===== config.mk =====
export PLATFORM = sky130hd
export DESIGN_NAME = ieee_sd_arbiter
export DESIGN_NICKNAME = d
export VERILOG_FILES = /design/src/rtl/ieeedrv_pkg.sv /design/src/rtl/ieee_rr_pick.sv /design/src/rtl/ieee_sd_arbiter.sv
export SDC_FILE = /design/constraint.sdc
export NUM_CORES = 1
export LEC_CHECK = 0
export CAP_MARGIN = 0
export CORE_MARGIN = 1
export CORE_UTILIZATION = 56
export CTS_CLUSTER_SIZE = 12
export DETAILED_ROUTE_END_ITERATION = 12
export DONT_BUFFER_PORTS = 1
export GPL_TIMING_DRIVEN = 0
export PLACE_DENSITY = 0.71
export SETUP_SLACK_MARGIN = 0.4
export SLEW_MARGIN = 0
export SYNTH_ARGS = -nofsm -noshare
export SYNTH_HDL_FRONTEND = slang
export SYNTH_HIERARCHICAL = 1
export SYNTH_SLANG_ARGS = --single-unit

===== constraint.sdc =====
create_clock -name clk_sys -period 2.9 [get_ports clk_sys]
set_input_delay 0.29 -clock clk_sys [delete_from_list [all_inputs] [get_ports clk_sys]]
set_output_delay 0.29 -clock clk_sys [all_outputs]
set_load 0.01 [all_outputs]

===== src/rtl/ieeedrv_pkg.sv =====
// Shared types for the IEEE drive complex SD arbitration path.
package ieeedrv_pkg;

    localparam int unsigned SDARB_MAX_DEV = 8;

    typedef enum logic [2:0] {
        DRAIN,
        IDLE,
        ISSUE,
        XFER,
        DONE
    } t_sdarb_state;

    // Request captured at grant time; the host sees only this copy.
    typedef struct packed {
        logic [31:0] lba;
        logic [5:0]  blk_cnt;
        logic        wr;
    } t_sd_req;

    // Device index following idx, wrapping to 0 at nbd.
    function automatic logic [2:0] sdarb_next_idx(input logic [2:0] idx, input int unsigned nbd);
        logic [3:0] inc;
        inc = {1'b0, idx} + 4'd1;
        if (32'(inc) >= nbd) begin
            return 3'd0;
        end
        return inc[2:0];
    endfunction

endpackage


===== src/rtl/ieee_rr_pick.sv =====
// Round-robin pick: first pending device at or after ptr, wrapping modulo NBD.
module ieee_rr_pick
    import ieeedrv_pkg::*;
#(
    parameter int unsigned NBD = 2
) (
    input  logic [NBD-1:0] pending,
    input  logic [2:0]     ptr,
    output logic           valid,
    output logic [2:0]     index
);

    logic [SDARB_MAX_DEV-1:0] pend_ext;

    // Walk NBD slots starting at ptr and keep the first pending one.
    always_comb begin
        logic [2:0] idx;
        pend_ext          = '0;
        pend_ext[NBD-1:0] = pending;
        valid             = 1'b0;
        index             = 3'd0;
        idx               = ptr;
        for (int unsigned k = 0; k < NBD; k++) begin
            if (!valid && pend_ext[idx]) begin
                valid = 1'b1;
                index = idx;
            end
            idx = sdarb_next_idx(idx, NBD);
        end
    end

endmodule


===== src/rtl/ieee_sd_arbiter.sv =====
// Serialises per-device SD requests onto one host SD channel with round-robin
// fairness, ack routing to the granted device and a watchdog on the host ack.
module ieee_sd_arbiter
    import ieeedrv_pkg::*;
#(
    parameter int unsigned NBD     = 2,
    parameter int unsigned TIMEOUT = 2**24
) (
    input  logic                 clk_sys,
    input  logic                 reset,
    input  logic [NBD-1:0][31:0] dev_lba,
    input  logic [NBD-1:0][5:0]  dev_blk_cnt,
    input  logic [NBD-1:0]       dev_rd,
    input  logic [NBD-1:0]       dev_wr,
    output logic [NBD-1:0]       dev_ack,
    input  logic [NBD-1:0][7:0]  dev_buff_din,
    output logic [31:0]          sd_lba,
    output logic [5:0]           sd_blk_cnt,
    output logic                 sd_rd,
    output logic                 sd_wr,
    input  logic                 sd_ack,
    output logic [7:0]           sd_buff_din,
    output logic [2:0]           grant,
    output logic                 busy,
    output logic                 timeout_err
);

    t_sdarb_state state_q, state_d;
    t_sd_req      req_q, req_d;
    t_sd_req      pick_req;
    logic [2:0]   ptr_q, ptr_d;
    logic [2:0]   grant_q, grant_d;
    logic         issue_q, issue_d;
    logic         busy_q, busy_d;
    logic         tmo_q, tmo_d;
    logic [31:0]  wd_q, wd_d;
    logic         pick_valid;
    logic [2:0]   pick_idx;
    logic [7:0]   buff_mux;
    logic         ack_window;

    ieee_rr_pick #(
        .NBD (NBD)
    ) u_rr_pick (
        .pending (dev_rd | dev_wr),
        .ptr     (ptr_q),
        .valid   (pick_valid),
        .index   (pick_idx)
    );

    assign ack_window = (state_q == ISSUE) || (state_q == XFER);

    // Per-device muxing: request capture for the pick, write data and ack for the grant.
    always_comb begin
        pick_req = '0;
        buff_mux = '0;
        dev_ack  = '0;
        for (int unsigned i = 0; i < NBD; i++) begin
            if (pick_idx == 3'(i)) begin
                pick_req.lba     = dev_lba[i];
                pick_req.blk_cnt = dev_blk_cnt[i];
                pick_req.wr      = dev_wr[i];
            end
            if (grant_q == 3'(i)) begin
                buff_mux = dev_buff_din[i];
            end
            dev_ack[i] = sd_ack && ack_window && (grant_q == 3'(i));
        end
    end

    // Next-state logic for the arbitration FSM and its datapath registers.
    always_comb begin
        state_d = state_q;
        req_d   = req_q;
        ptr_d   = ptr_q;
        grant_d = grant_q;
        issue_d = issue_q;
        busy_d  = busy_q;
        tmo_d   = 1'b0;
        wd_d    = wd_q;
        unique case (state_q)
            DRAIN: begin
                // Never attribute a transfer still running in the host to a new grant.
                if (!sd_ack) begin
                    state_d = IDLE;
                end
            end
            IDLE: begin
                if (pick_valid) begin
                    grant_d = pick_idx;
                    req_d   = pick_req;
                    issue_d = 1'b1;
                    busy_d  = 1'b1;
                    wd_d    = '0;
                    state_d = ISSUE;
                end
            end
            ISSUE: begin
                if (sd_ack) begin
                    issue_d = 1'b0;
                    state_d = XFER;
                end else if (wd_q == 32'(TIMEOUT - 1)) begin
                    issue_d = 1'b0;
                    busy_d  = 1'b0;
                    tmo_d   = 1'b1;
                    ptr_d   = sdarb_next_idx(grant_q, NBD);
                    state_d = DRAIN;
                end else begin
                    wd_d = wd_q + 32'd1;
                end
            end
            XFER: begin
                if (!sd_ack) begin
                    state_d = DONE;
                end
            end
            DONE: begin
                ptr_d   = sdarb_next_idx(grant_q, NBD);
                busy_d  = 1'b0;
                state_d = IDLE;
            end
            default: begin
                state_d = DRAIN;
            end
        endcase
    end

    // State register with synchronous reset.
    always_ff @(posedge clk_sys) begin
        if (reset) begin
            state_q <= DRAIN;
            req_q   <= '0;
            ptr_q   <= 3'd0;
            grant_q <= 3'd0;
            issue_q <= 1'b0;
            busy_q  <= 1'b0;
            tmo_q   <= 1'b0;
            wd_q    <= '0;
        end else begin
            state_q <= state_d;
            req_q   <= req_d;
            ptr_q   <= ptr_d;
            grant_q <= grant_d;
            issue_q <= issue_d;
            busy_q  <= busy_d;
            tmo_q   <= tmo_d;
            wd_q    <= wd_d;
        end
    end

    assign sd_lba      = req_q.lba;
    assign sd_blk_cnt  = req_q.blk_cnt;
    assign sd_rd       = issue_q && !req_q.wr;
    assign sd_wr       = issue_q && req_q.wr;
    assign sd_buff_din = buff_mux;
    assign grant       = grant_q;
    assign busy        = busy_q;
    assign timeout_err = tmo_q;

endmodule


==> results by group, run 1 <==
Outcome
  – Status: finished clean

Setup path
  – Setup Crit Path Kind: register to register
  – Setup crit end kind: register
  – Crit path buf inv count: 3
  – Delay-heaviest family, CP: simple AND/OR/NAND/NOR gates
  – Worst-path maximum fanout: 8
  – Critical Path Start Type: register
  – Worst EP required: 3.13 ns
  – CP peak stage delay: 0.39 ns
  – Critical path arrival: 2.84 ns
  – Critical-path cell list: inv_2, ha_4, nor2b_4, a32oi_2, o221a_2, nand3b_1, or2_4, buf_12, clkbuf_16, a221oi_2, nor3_1
  – CP max stage cell: dfxtp_4

Power
  – Pwr/cell area: 461.0 nW/um^2
  – Max IR drop VDD: 0.2452 mV
  – Power Total: 2.737 mW
  – Leakage power total: 2.164 nW

Placed design
  – GP Congestion: 0.9103
  – Placed insts: 675
  – Number of port buffers: 0
  – Hpwl dp: 9.219 mm

Die
  – CORE AREA: 7848 sq um
  – Height of the die: 92.90 um
  – Die W: 92.90 um
  – Ports: 154
  – Row count: 32
  – Initial Util: 0.5896
  – Die footprint: 8629 sq um

Detailed routing
  – WL per Instance: 20.99 um
  – Drt first-iter violations: 464
  – DRC violations left: 0
  – Routed WL: 14.86 mm
  – Routed vias: 4827
  – Initial DRT Pass Iterations: 5
  – Vias per inst: 6.818
  – Post-DRT Antenna Nets: 0

Global routing
  – Vias in the first global route: 4018
  – Overall routing resource usage: 0.2970
  – First-pass GRT wire length: 20.16 mm
  – Overflow after GRT: 0
  – Pin count of the biggest net entering global routing: 17
  – Initial antenna violation count: 0

Timing
  – Max Freq: 0.3832 GHz
  – Final Max Tran Viols: 0
  – Clock skew: 0.01431 ns
  – Setup tns final: 0 ns
  – Final Hold Viols: 0
  – Final hold slack: 0.09022 ns
  – RSZ-0062 raised after global routing: yes
  – Slew @ Worst Pin: 1.093 ns
  – Post-route minimum period: 2.609 ns
  – Relative slew slack: 0.2659
  – Finish-stage setup viols: 0
  – Fin crit share: 0.8998

Synthesis
  – Yosys cell types: 64
  – Mapped cell area: 4627 sq um
  – Async S/R FF share, synth: 0
  – Yosys reg bits: 83
  – Synth Instances: 572
  – Post-synth EDFFs: 0
  – Dominant cell type by area after synthesis: dfxtp_1
  – Yosys top cell area share: 0.3591
  – Commonest register cell after synthesis: dfxtp_1
  – Dominant cells by area after synthesis: dfxtp_1 36%, a221oi_1 7.4%, buf_4 6.5%, nor3_1 5.4%, nor2_1 5.4%
  – Register area share after synthesis: 0.3591
  – Warnings from Yosys: 6
  – Mean Syn Cell Area: 8.089 sq um

Clock network
  – Deepest clock path buffer count: 2
  – TritonCTS Buffers: 9
  – Clk root buf: clkbuf_8
  – CTS tree: yes
  – # hold bufs at CTS: 0
  – Worst-path clk slew: 0.10 ns
  – H-Tree Level Count: 3
  – Insertion delay to the later sink of the worst-skew pair: 0.37 ns
  – Num Clock Sinks: 83

Layout
  – Filler cells: 571
  – Multi-input logic area: 3102 sq um
  – Antenna Diode Count: 0
  – Sequential Area: 1670 sq um
  – Final Non-Filler Cells: 708
  – Commonest cells after routing, fill and taps aside: 80 x dfxtp_1, 64 x nor2_1, 52 x buf_4, 43 x nor3_1, 34 x nand2_1
  – Commonest non-fill, non-tap cell in the layout: dfxtp_1
  – Nets: 706
  – Fraction of layout cells with a size suffix above 1: 0.3102
  – Layout area overhead: 28.34%

Min path
  – Hold WC Path Type: input port to register

Run
  – Number of max-cap violations: 0
## synth_stat cells, drive strengths merged (2+ instances only)
cell    count
nor4       15
xnor2       2
or4         8
a21o        3
nor4b       4
a31oi      10
a21oi      22
and2        6
a311oi      3
nand4      17
a221oi     39
mux2i       3
and3        9
a22oi       8
nand3      17
ha          6
nor3b       4
nor2b       4
nor3       50
dfxtp      83
o221a       2
o31ai       6
o22ai       3
clkbuf     35
o211ai      5
inv        11
or3         5
o311ai      4
o21ai      13
nand4b      2
nand2b      5
or3b        2
nand2      35
buf        42
nor2       67
or2         3
a211oi      3
## worst reg2reg max path, delay by kind of cell, from the launching register on
family,cells,cell delay [ns]
simple gates,4,0.82
buf+inv,3,0.39
fa+ha+maj,1,0.24
flops,1,0.39
compound gates,3,0.65
## where the power goes
group / total (mW) / switching [mW] / internal [mW]
sequential: 1.25 / 0.0476 / 1.20
clock: 0.804 / 0.479 / 0.325
combinational: 0.682 / 0.369 / 0.313
## through the flow
stage	setup slack, ns	area, sq um	utilization
5_1_grt	0.2397	5938	0.7567
3_3_place_gp	-0.03739	4758	0.6063
3_5_place_dp	-0.09706	4758	0.6063
4_1_cts	0.2677	5204	0.6631
2_1_floorplan	0.5066	4631	-
6_report	0.2907	5938	0.7567
## worst paths after layout
kind,startpoint,end,slack (ns),cells past startpoint
worst max-delay path,ptr_q[1],sd_blk_cnt[0],0.29,11
worst min-delay path,dev_lba[33],sd_lba[1],0.09,2
worst max register to register,ptr_q[1],sd_blk_cnt[0],0.29,11
worst min register to register,sd_lba[30],sd_lba[30],0.50,2
## logic make-up after synthesis
logic type | after synthesis | synth area share
buf+inv | 88 | 0.1055
flops | 83 | 0.3591
xor+xnor | 2 | 0.003787
mux | 4 | 0.008924
fa+ha+maj | 6 | 0.01622
other cells | 1 | 0.0008105
simple gates | 258 | 0.2991
compound gates | 130 | 0.2066
## sequential cells by signal, indices dropped and copies added (netlist names)
| signal | count |
|---|---|
| sd_lba | 32 |
| wd_q | 32 |
| grant | 3 |
| sd_blk_cnt | 6 |
| issue_q | 1 |
| state_q | 3 |
| ptr_q | 3 |
| timeout_err | 1 |
| req_q | 1 |
| busy | 1 |
## final cells by class
type / count / share of cell area
clock inverters: 7 / 0.009692
flip-flops and latches: 83 / 0.2813
well taps: 102 / 0.02149
inverters: 11 / 0.006953
clock buffers: 9 / 0.02086
plain buffers: 77 / 0.1003
multi-input cells: 403 / 0.5223
repair buffers: 16 / 0.03708
## repair_timing
item / 4_1_cts / 5_1_grt
gates cloned: 0 / 6
hold endpoints to repair: 0 / 0
buffers inserted: 3 / 8
pin swaps: 2 / 17
resized for setup: 62 / 117
setup endpoints to repair: 75 / 74
## routing by layer
metal / GRT usage / routed length (um)
met1: 0.4069 / 6097
met4: 0.1064 / 400
met3: 0.04516 / 1236
met5: 0 / 0
met2: 0.4718 / 7129
Note: power is estimated with default switching activity, not from simulation.
==> inputs of run 2 (changes only) <==
CORE_ASPECT_RATIO = 1.1   (was not set)
TNS_END_PERCENT = 5   (was not set)
==> run 2 against run 1 <==
Against the previous run:
- register-to-register slack improved by 0.07 ns
- wire length fell by 13%
- sequential share of layout area rose by 3.0 points
- combinational power fell by 22%
- clock skew fell by 0.0046 ns
- via count fell by 5.1%
- first-iteration DRC count fell by 23%
- largest cell class unchanged
==> results by group, run 2 (same netlist as run 1, synthesis figures left out) <==
Outcome
  – Status: finished clean

Clock network
  – Insertion delay to the later sink of the worst-skew pair: 0.37 ns (about the same)
  – H-Tree Level Count: 3 (unchanged)
  – Worst-path clk slew: 0.09 ns (about the same)
  – Deepest clock path buffer count: 2 (unchanged)
  – Clk root buf: clkbuf_8
  – CTS tree: yes
  – TritonCTS Buffers: 9 (unchanged)
  – Num Clock Sinks: 83 (unchanged)

Die
  – Height of the die: 97.34 um (+4.8%)
  – Ports: 154 (unchanged)
  – Die footprint: 8630 sq um (about the same)
  – Initial Util: 0.5816 (-0.007975)
  – Die W: 88.67 um (-4.6%)
  – Row count: 34 (+6.3%)
  – CORE AREA: 7955 sq um (+1.4%)

Timing
  – Max Freq: 0.3932 GHz (+2.6%)
  – Post-route minimum period: 2.543 ns (-0.06614 ns)
  – Slew @ Worst Pin: 0.9509 ns (-0.1417 ns)
  – Clock skew: 0.009664 ns (-0.004642 ns)
  – Final Max Tran Viols: 0 (unchanged)
  – Setup tns final: 0 ns (unchanged)
  – Finish-stage setup viols: 0 (unchanged)
  – Final hold slack: 0.1020 ns (+0.01182 ns)
  – Fin crit share: 0.8770 (-0.02281)
  – Relative slew slack: 0.3612 (+0.09522)
  – Final Hold Viols: 0 (unchanged)
  – RSZ-0062 raised after global routing: yes

Layout
  – Final Non-Filler Cells: 707 (-0.14%)
  – Filler cells: 688 (+20%)
  – Antenna Diode Count: 0 (unchanged)
  – Nets: 699 (-0.99%)
  – Layout area overhead: 16.01%
  – Commonest non-fill, non-tap cell in the layout: dfxtp_1
  – Commonest cells after routing, fill and taps aside: 81 x dfxtp_1, 64 x nor2_1, 51 x buf_4, 49 x nor3_1, 34 x nand2_1
  – Fraction of layout cells with a size suffix above 1: 0.2421 (-0.06816)

Placed design
  – GP Congestion: 0.8660 (-4.9%)
  – Hpwl dp: 9.011 mm (-2.3%)
  – Placed insts: 681 (+0.89%)
  – Number of port buffers: 0 (unchanged)

Setup path
  – Worst R2R Start: ptr_q[1]
  – Worst-path maximum fanout: 10 (+2)
  – Worst R2R Setup Slack: 0.36 ns (+0.07 ns)
  – Setup Crit Path Kind: register to register
  – Setup crit end kind: register
  – Worst EP required: 3.14 ns (about the same)
  – RR Endpoint: sd_lba[1]
  – Critical path arrival: 2.78 ns (-0.06 ns)
  – Cell depth of the worst flop-to-flop path: 11 (unchanged)
  – Critical Path Start Type: register

Global routing
  – Pin count of the biggest net entering global routing: 16 (-1)
  – First-pass GRT wire length: 20.53 mm (+1.9%)
  – Overflow after GRT: 0 (unchanged)
  – Vias in the first global route: 4218 (+5.0%)
  – Initial antenna violation count: 0 (unchanged)
  – Overall routing resource usage: 0.3027 (+0.005708)

Detailed routing
  – Drt first-iter violations: 358 (-23%)
  – Vias per inst: 6.482 (-4.9%)
  – DRC violations left: 0 (unchanged)
  – Post-DRT Antenna Nets: 0 (unchanged)
  – Routed vias: 4583 (-5.1%)
  – Initial DRT Pass Iterations: 5 (unchanged)
  – WL per Instance: 18.39 um (-12%)
  – Routed WL: 13.00 mm (-13%)

Min path
  – Hold WC Path Type: input port to register
  – Hold EP: sd_lba[27]
  – Hold wc startpoint: dev_lba[59]
  – Hold Path Stages: 2 (unchanged)

Run
  – Number of max-cap violations: 0 (unchanged)

Power
  – Pwr/cell area: 497.0 nW/um^2 (+7.8%)
  – Max IR drop VDD: 0.2902 mV (+18%)
  – Leakage power total: 1.970 nW (-9.0%)
run 2: per-layer routing:
metal  global-route usage  wire (um)  vias up
met2               0.5036       6522      211
li1                     -          -     2173
met3              0.05013        931       33
met5                    0          0        -
met1               0.3757       5192     2166
met4               0.1390        354        0
run 2: worst max-delay path: stages (launching register included):
cell and delay, ns:
dfxtp_4 0.37, inv_1 0.05, ha_1 0.26, nor2b_2 0.17, a32oi_1 0.23, o221a_2 0.26, nand3b_1 0.15, or2_4 0.29
buf_8 0.15, clkbuf_8 0.17, a221oi_1 0.23, nor3_1 0.08
run 2: where the power goes:
| group | internal [mW] | switching [mW] |
|---|---|---|
| sequential | 1.20 | 0.0434 |
| clock | 0.429 | 0.458 |
| combinational | 0.227 | 0.307 |
| total | 1.86 | 0.808 |
run 2: what timing repair did:
item	in CTS	in global routing
setup endpoints to repair	75	75
gates resized for setup	46	55
hold buffers	0	0
buffers inserted	5	5
pin swaps	2	4
run 2: layout make-up:
cell class                 instances  area [sq um]  area share
timing repair buffer              10         75.07     0.01399
sequential                        83          1669      0.3110
multi-input combinational        402          2706      0.5042
clock buffer                      10         137.6     0.02564
inverter                          11         41.29    0.007692
clock inverter                     6         70.07     0.01305
buffer                            77         533.0     0.09930
tap                              108         135.1     0.02517
run 2: worst max-delay path by stage:
stage | endpoint | slack (ns) | cells past startpoint | startpoint
6_report | sd_lba[1] | 0.36 | 11 | ptr_q[1]
5_1_grt | sd_lba[5] | 0.20 | 11 | ptr_q[1]
4_1_cts | sd_lba[24] | 0.35 | 9 | ptr_q[1]
3_5_place_dp | sd_lba[3] | -0.18 | 10 | ptr_q[1]
3_3_place_gp | sd_lba[3] | -0.05 | 10 | ptr_q[1]
2_1_floorplan | sd_lba[10] | 0.51 | 10 | ptr_q[1]
run 2: stage by stage:
stage | utilization | cell area (sq um) | total power [mW] | setup slack, ns
2_1_floorplan | - | 4631 | 1.632 | 0.5066
3_3_place_gp | 0.5991 | 4766 | 1.719 | -0.05336
3_5_place_dp | 0.5991 | 4766 | 1.730 | -0.1801
4_1_cts | 0.6516 | 5184 | 2.636 | 0.3479
5_1_grt | 0.6747 | 5368 | 2.783 | 0.1954
6_report | 0.6747 | 5368 | 2.668 | 0.3568
==> inputs of run 3 (changes only) <==
CAP_MARGIN = 20   (was 0)
==> results of run 3 <==
No change in the layout: final DEF, timing and power equal those of run 2.
